**config.mk**
```make
export PLATFORM = sky130hd
export DESIGN_NAME = lf_hit_track_ctrl
export DESIGN_NICKNAME = d
export VERILOG_FILES = /design/src/rtl/lf_track_pkg.sv /design/src/rtl/lf_hit_sync.sv /design/src/rtl/lf_hit_track_ctrl.sv
export SDC_FILE = /design/constraint.sdc
export NUM_CORES = 1
export LEC_CHECK = 0
export BUFFER_PORTS_ARGS = -buffer_cell sky130_fd_sc_hd__buf_4
export CORE_ASPECT_RATIO = 0.5
export CORE_MARGIN = 4
export CORE_UTILIZATION = 56
export DETAILED_ROUTE_END_ITERATION = 6
export PLACE_DENSITY = 0.82
export SLEW_MARGIN = 30
export SYNTH_ARGS = -nofsm -noshare
export SYNTH_HDL_FRONTEND = slang
export SYNTH_HIERARCHICAL = 1
export SYNTH_SLANG_ARGS = --single-unit
```
**constraint.sdc**
```tcl
create_clock -name aux_clk -period 2.4 [get_ports aux_clk]
set_clock_uncertainty 0.2 [all_clocks]
set_input_delay 0.36 -clock aux_clk [delete_from_list [all_inputs] [get_ports aux_clk]]
set_output_delay 0.36 -clock aux_clk [all_outputs]
set_load 0.05 [all_outputs]
```
**src/rtl/lf_track_pkg.sv**
```systemverilog
// ============================================================================
// Module  : lf_track_pkg
// Brief   : Shared types, default sizes and helpers for the low-frequency
//           hit tracking loop controller.
// Revision: 1.0 - initial release
// ============================================================================
`default_nettype none

package lf_track_pkg;

  // Default build-time sizes for the tracking loop
  localparam int C_CODE_W     = 6;
  localparam int C_CNT_W      = 8;
  localparam int C_WIN_LEN    = 64;
  localparam int C_SETTLE_LEN = 16;
  localparam int C_LOCK_WINS  = 4;

  // Controller states; the encodings are fixed so that debug taps and
  // legacy register views decode them identically.
  typedef enum logic [1:0] {
    LF_IDLE   = 2'd0,
    LF_COUNT  = 2'd1,
    LF_DECIDE = 2'd2,
    LF_SETTLE = 2'd3
  } lf_state_e;

  // Saturating +1 / -1 step clamped to [0, max_val]; 'up' wins over 'dn'.
  function automatic int unsigned sat_step(input int unsigned val,
                                           input int unsigned max_val,
                                           input logic        up,
                                           input logic        dn);
    if (up) begin
      return (val >= max_val) ? max_val : val + 32'd1;
    end else if (dn) begin
      return (val == 32'd0) ? 32'd0 : val - 32'd1;
    end else begin
      return val;
    end
  endfunction

endpackage

`default_nettype wire

```
**src/rtl/lf_hit_sync.sv**
```systemverilog
// ============================================================================
// Module  : lf_hit_sync
// Brief   : Two-flop synchroniser for an asynchronous level flag, followed
//           by a delay flop and a single-cycle rising-edge pulse.
//           Usable for any slow asynchronous sampler flag.
// Revision: 1.0 - initial release
// ============================================================================
`default_nettype none

module lf_hit_sync (
  input  logic clk,
  input  logic rst_n,
  input  logic async_in,
  output logic rise_pulse
);

  logic meta_q;   // first stage, may go metastable
  logic sync_q;   // synchronised level
  logic dly_q;    // synchronised level delayed one cycle

  // Synchroniser chain plus delay stage; runs regardless of controller state
  always_ff @(posedge clk or negedge rst_n) begin
    if (!rst_n) begin
      meta_q <= 1'b0;
      sync_q <= 1'b0;
      dly_q  <= 1'b0;
    end else begin
      meta_q <= async_in;
      sync_q <= meta_q;
      dly_q  <= sync_q;
    end
  end

  assign rise_pulse = sync_q & ~dly_q;

endmodule

`default_nettype wire

```
**src/rtl/lf_hit_track_ctrl.sv**
```systemverilog
// ============================================================================
// Module  : lf_hit_track_ctrl
// Brief   : Coarse frequency loop controller. Counts synchronised hit events
//           over fixed windows, compares the count with a target band and
//           steps the oscillator code up/down, then settles before the next
//           window.
//           Optional lock detector: define LF_TRACK_LOCK_DETECT_EN.
// Revision: 1.0 - initial release
// ============================================================================
`default_nettype none

module lf_hit_track_ctrl
  import lf_track_pkg::*;
#(
  parameter int CODE_W     = C_CODE_W,
  parameter int CNT_W      = C_CNT_W,
  parameter int WIN_LEN    = C_WIN_LEN,
  parameter int SETTLE_LEN = C_SETTLE_LEN,
  parameter int LOCK_WINS  = C_LOCK_WINS
) (
  input  logic              aux_clk,
  input  logic              rstb,
  input  logic              hit,
  input  logic              en,
  input  logic [CNT_W-1:0]  tgt_lo,
  input  logic [CNT_W-1:0]  tgt_hi,
  input  logic [CODE_W-1:0] code_init,
  output logic [CODE_W-1:0] osc_code,
  output logic              code_vld,
  output logic [CNT_W-1:0]  hit_cnt,
  output logic              busy,
  output logic              locked
);

  localparam logic [1:0] ST_IDLE   = 2'(LF_IDLE);
  localparam logic [1:0] ST_COUNT  = 2'(LF_COUNT);
  localparam logic [1:0] ST_DECIDE = 2'(LF_DECIDE);
  localparam logic [1:0] ST_SETTLE = 2'(LF_SETTLE);

  // One timer serves both the window and the settle interval
  localparam int TMR_MAX = (WIN_LEN > SETTLE_LEN) ? WIN_LEN : SETTLE_LEN;
  localparam int TMR_W   = $clog2(TMR_MAX);

  localparam logic [TMR_W-1:0] WIN_LAST = TMR_W'(WIN_LEN - 1);
  localparam logic [TMR_W-1:0] SET_LAST = TMR_W'(SETTLE_LEN - 1);

  localparam int unsigned CNT_MAX  = (32'd1 << CNT_W) - 32'd1;
  localparam int unsigned CODE_MAX = (32'd1 << CODE_W) - 32'd1;

  // Elaboration-time guard against unusable sizing
  if (WIN_LEN < 2 || SETTLE_LEN < 1 || LOCK_WINS < 1) begin : g_param_check
    $error("lf_hit_track_ctrl: WIN_LEN>=2, SETTLE_LEN>=1, LOCK_WINS>=1 required");
  end

  logic [1:0]        state_q, state_d;
  logic [TMR_W-1:0]  tmr_q, tmr_d;
  logic [CNT_W-1:0]  acc_q, acc_d;          // running count of current window
  logic [CNT_W-1:0]  hit_cnt_q, hit_cnt_d;  // count of last completed window
  logic [CODE_W-1:0] osc_code_q, osc_code_d;
  logic              code_vld_q, code_vld_d;

  logic              hit_ev;
  logic [CNT_W-1:0]  acc_inc;
  logic              step_up;
  logic              step_dn;
  logic [CODE_W-1:0] code_next;

  lf_hit_sync u_hit_sync (
    .clk        (aux_clk),
    .rst_n      (rstb),
    .async_in   (hit),
    .rise_pulse (hit_ev)
  );

  // Band comparison; the low-side check wins so a misprogrammed band
  // (tgt_lo > tgt_hi) still drives the code upwards rather than oscillating.
  always_comb begin
    step_up   = (hit_cnt_q < tgt_lo);
    step_dn   = !step_up && (hit_cnt_q > tgt_hi);
    code_next = CODE_W'(sat_step(32'(osc_code_q), CODE_MAX, step_up, step_dn));
    acc_inc   = CNT_W'(sat_step(32'(acc_q), CNT_MAX, hit_ev, 1'b0));
  end

  // Controller sequencing: IDLE -> COUNT -> DECIDE -> SETTLE -> COUNT ...
  always_comb begin
    state_d    = state_q;
    tmr_d      = tmr_q;
    acc_d      = acc_q;
    hit_cnt_d  = hit_cnt_q;
    osc_code_d = osc_code_q;
    code_vld_d = 1'b0;

    case (state_q)
      ST_IDLE: begin
        if (en) begin
          osc_code_d = code_init;
          tmr_d      = '0;
          acc_d      = '0;
          state_d    = ST_COUNT;
        end
      end
      ST_COUNT: begin
        // An event in the final window cycle still makes it into hit_cnt
        acc_d = acc_inc;
        if (tmr_q == WIN_LAST) begin
          hit_cnt_d = acc_inc;
          tmr_d     = '0;
          state_d   = ST_DECIDE;
        end else begin
          tmr_d = tmr_q + TMR_W'(1);
        end
      end
      ST_DECIDE: begin
        osc_code_d = code_next;
        code_vld_d = (code_next != osc_code_q);
        tmr_d      = '0;
        state_d    = ST_SETTLE;
      end
      ST_SETTLE: begin
        // Events here are deliberately dropped: the oscillator is still moving
        if (tmr_q == SET_LAST) begin
          acc_d   = '0;
          tmr_d   = '0;
          state_d = ST_COUNT;
        end else begin
          tmr_d = tmr_q + TMR_W'(1);
        end
      end
      default: begin
        state_d = ST_IDLE;
      end
    endcase

    // Disable aborts any activity; the partial window is thrown away but the
    // last completed count and the current code are kept.
    if (!en && (state_q != ST_IDLE)) begin
      state_d    = ST_IDLE;
      tmr_d      = '0;
      acc_d      = acc_q;
      hit_cnt_d  = hit_cnt_q;
      osc_code_d = osc_code_q;
      code_vld_d = 1'b0;
    end
  end

  // Controller state registers
  always_ff @(posedge aux_clk or negedge rstb) begin
    if (!rstb) begin
      state_q    <= ST_IDLE;
      tmr_q      <= '0;
      acc_q      <= '0;
      hit_cnt_q  <= '0;
      osc_code_q <= '0;
      code_vld_q <= 1'b0;
    end else begin
      state_q    <= state_d;
      tmr_q      <= tmr_d;
      acc_q      <= acc_d;
      hit_cnt_q  <= hit_cnt_d;
      osc_code_q <= osc_code_d;
      code_vld_q <= code_vld_d;
    end
  end

  assign osc_code = osc_code_q;
  assign code_vld = code_vld_q;
  assign hit_cnt  = hit_cnt_q;
  assign busy     = (state_q != ST_IDLE);

`ifdef LF_TRACK_LOCK_DETECT_EN
  localparam int               LCK_W    = $clog2(LOCK_WINS + 1);
  localparam logic [LCK_W-1:0] LOCK_MAX = LCK_W'(LOCK_WINS);

  logic [LCK_W-1:0] lock_cnt_q, lock_cnt_d;
  logic             locked_q, locked_d;

  // Count consecutive in-band decisions; any out-of-band decision or a
  // disable restarts the count.
  always_comb begin
    lock_cnt_d = lock_cnt_q;
    locked_d   = locked_q;
    if (!en) begin
      lock_cnt_d = '0;
      locked_d   = 1'b0;
    end else if (state_q == ST_DECIDE) begin
      if (!step_up && !step_dn) begin
        lock_cnt_d = (lock_cnt_q == LOCK_MAX) ? LOCK_MAX : lock_cnt_q + LCK_W'(1);
        locked_d   = (lock_cnt_d == LOCK_MAX);
      end else begin
        lock_cnt_d = '0;
        locked_d   = 1'b0;
      end
    end
  end

  // Lock detector registers
  always_ff @(posedge aux_clk or negedge rstb) begin
    if (!rstb) begin
      lock_cnt_q <= '0;
      locked_q   <= 1'b0;
    end else begin
      lock_cnt_q <= lock_cnt_d;
      locked_q   <= locked_d;
    end
  end

  assign locked = locked_q;
`else
  assign locked = 1'b0;
`endif

endmodule

`default_nettype wire

```
==> run summary <==
status -> finished clean
Total Routed Length -> 6977 µm
worst path arrival time -> 2.32 ns
part of the cycle the worst path needs -> 98.19%
first-pass GRT wire length -> 10870 µm
CP Capture Type -> flop
CTS Buf Count -> 5
mapped cell area -> 2565 µm²
layout cells sized above 1 -> 24.38%
worst vdd ir -> 0.0004390 V
PortBufs -> 41
Hold Fails Final Rpt -> 0
GPL Wtd Cong -> 0.9160
#FFs+latches synth -> 34
Overflow after GRT -> 0
number of diodes -> 0
Synth Warn # -> 6
final setup margin -> 0.04355 ns
Worst slew margin -> 64.27%
EDFF count, synth -> 0
Via density -> 6.073
die area -> 5793 µm²
Clock Latency Late Sink -> 0.29 ns
worst-path fanout max -> 7
slowest stage delay, CP -> 0.44 ns
Die X -> 103.7 µm
register area share after synthesis -> 33.17%
post-route minimum period -> 2.356 ns
DP Cell Count -> 409
clock slew seen by the registers of the worst setup and hold paths -> 0.08 ns
CP Launch Point -> hit_cnt[3]$_DFFE_PN0P_
hold crit path type -> flop to flop
Setup-failing EPs final -> 0
Max-Cap Viols -> 0
clk root buf -> clkbuf_8
vias in the first global route -> 2396
Initial Util -> 58.26%
Reg2Reg Launch Point -> hit_cnt[3]$_DFFE_PN0P_
gr usage total -> 22.87%
Std-Cell Rows -> 17
Worst R2R End -> code_vld$_DFF_PN0_
Setup crit end -> code_vld$_DFF_PN0_
routed len/inst -> 16.53 µm
antenna viol nets, final -> 0
Worst Hold Launch -> u_hit_sync/meta_q$_DFF_PN0_
Final #Nets -> 415
fraction of registers with async set/reset -> 100.0%
RSZ-0062 raised after global routing -> yes
CP Launch Type -> flop
worst-margin pin slew -> 0.5340 ns
DR DRC count -> 0
Syn Inst Count -> 308
area grow syn2layout -> 26.63%
P_leak -> 1.536 nW
Clock Tree Buf Depth -> 2
Reg area -> 854.6 µm²
Synth Flop Type -> dfrtp_1
Synth cell types -> 54
TritonRoute pass-1 iters -> 5
FF-to-FF path depth -> 8
CP Data Required Time -> 2.36 ns
Post-Place Worst Slack -> -0.1250 ns
# IOs -> 43
setup TNS -> 0 ns
core area -> 4403 µm²
initial detailed-routing violation count -> 164
max-slew violation count -> 0
CP cell instances -> buf_4, buf_4, ha_1, a21oi_1, a21oi_2, o22a_2, a21oi_1, a31oi_1
Die H -> 55.86 µm
post-synth net total -> 359
Sink Count -> 34
internal reg-to-reg setup slack -> 0.04 ns
multi-input logic area -> 1678 µm²
vias -> 2563
H-tree levels -> 2
Setup CP Type -> flop to flop
syn_area_per_cell -> 8.328 µm²
TritonCTS clock tree -> done
HPWL Detailed -> 4809 µm
top achievable clock speed -> 424.4 MHz
crit path max-delay cell type -> dfrtp_2
fin cells -> 422
initial antenna violation count -> 0
PD cells -> 796.4 nW/µm²
Layout fillers -> 309
largest net degree at the start of global routing -> 35
layout make-up:
type	instances	area share, %
multi-input combinational	237	51.66
sequential	34	26.31
timing repair buffer	59	13.79
inverter	27	3.120
clock buffer	6	2.542
tap	57	2.196
clock inverter	2	0.3852
routing by layer:
| layer | GRT usage, % | part of all wire (%) | wire length (µm) | up-vias |
|---|---|---|---|---|
| met5 | 0 | 0 | 0 | - |
| met4 | 8.144 | 1.7 | 122 | 0 |
| met3 | 5.214 | 5.5 | 383 | 15 |
| met2 | 39.31 | 49 | 3387 | 100 |
| met1 | 28.62 | 44 | 3083 | 1226 |
| li1 | - | - | - | 1222 |
where the power goes:
part           switching, mW  leakage [nW]  internal, mW
clock                  0.221        0.0472         0.231
sequential             0.171         0.435         0.674
combinational          0.806          1.05         0.484
total                   1.20          1.54          1.39
worst max-delay path: cells and delay by family, from the launching register on:
kind,cells,cell delay (ns)
flip-flops,1,0.44
buffers and inverters,2,0.27
AO/OA/AOI/OAI,5,1.01
adder cells (fa/ha/maj),1,0.31
how the worst min path moves through the flow:
stage                     slack (ns)  depth (start not counted)                     endpoint
after detailed placement        0.14                          1      osc_code[4]$_DFFE_PN0P_
after CTS                       0.15                          3      osc_code[2]$_DFFE_PN0P_
after global placement          0.13                          1      osc_code[4]$_DFFE_PN0P_
after global routing            0.16                          0  u_hit_sync/sync_q$_DFF_PN0_
after floorplan                -0.14                          0         acc_q[0]$_DFFE_PN0P_
final                           0.15                          0  u_hit_sync/sync_q$_DFF_PN0_
metrics by stage:
stage | cell area (µm²) | total power [mW] | hold slack (ns) | utilization, %
2_1_floorplan | 2569 | 1.738 | -0.1356 | -
3_3_place_gp | 2999 | 2.055 | 0.1319 | 68.12
3_5_place_dp | 3008 | 2.099 | 0.1354 | 68.31
4_1_cts | 3123 | 2.560 | 0.1480 | 70.93
5_1_grt | 3248 | 2.772 | 0.1567 | 73.77
6_report | 3248 | 2.587 | 0.1512 | 73.77
flip-flops by register name (all words and copies together) (netlist names):
| name | flops |
|---|---|
| hit_cnt | 8 |
| u_hit_sync/meta_q | 1 |
| osc_code | 6 |
| u_hit_sync/dly_q | 1 |
| code_vld | 1 |
| state_q | 2 |
| u_hit_sync/sync_q | 1 |
| tmr_q | 6 |
| acc_q | 8 |
cell usage in the layout, fill, tap and decap left out, types with 3 or more instances in the layout:
cell / count
dfrtp_1: 31
or3_1: 3
o211ai_1: 6
a21oi_4: 3
ha_1: 22
nor2_1: 22
nand2_1: 27
nor3_1: 6
a21o_1: 3
nand3b_1: 3
clkbuf_8: 6
o221ai_1: 4
and3_1: 7
a21oi_1: 22
buf_4: 57
dfrtp_2: 3
xnor2_1: 10
o21ai_0: 23
a31oi_1: 6
nor2b_1: 4
nand3_1: 15
inv_1: 27
nand2b_1: 5
cell usage after synthesis, drive strengths merged, types with 3 or more instances:
cell type  count  area [µm²]
nand3         15       75.07
a21oi         26       133.9
ha            25       312.8
inv           27       101.4
nor2b          5       38.78
o21ai         24       120.1
a31oi          6       37.54
and3           7       43.79
buf            4       31.27
xnor2         10       87.58
clkbuf         8       30.03
o31ai          3       27.52
nand2         27       101.4
o221ai         4       35.03
nand3b         3       22.52
a21o           3       22.52
or3            3       18.77
nor3           7       35.03
nor2          22       82.58
o211ai         6       45.04
nand2b         5       31.28
dfrtp         34       850.8
cell families after synthesis:
logic type | after synthesis | share of synthesized area, %
simple gates | 104 | 20.68
compound gates | 93 | 23.37
buf+inv | 39 | 6.341
flops | 34 | 33.17
fa+ha+maj | 25 | 12.20
xor+xnor | 12 | 4.098
other cells | 1 | 0.1462
what timing repair did:
| item | CTS | global route |
|---|---|---|
| setup endpoints to repair | 5 | 8 |
| pin swaps | 1 | 5 |
| gates cloned | 0 | 2 |
| endpoints found under the hold margin | 35 | 0 |
| setup buffers | 0 | 1 |
| hold buffers | 2 | 0 |
| resized for setup | 0 | 17 |
No activity file was read; power rests on OpenSTA's default activity.
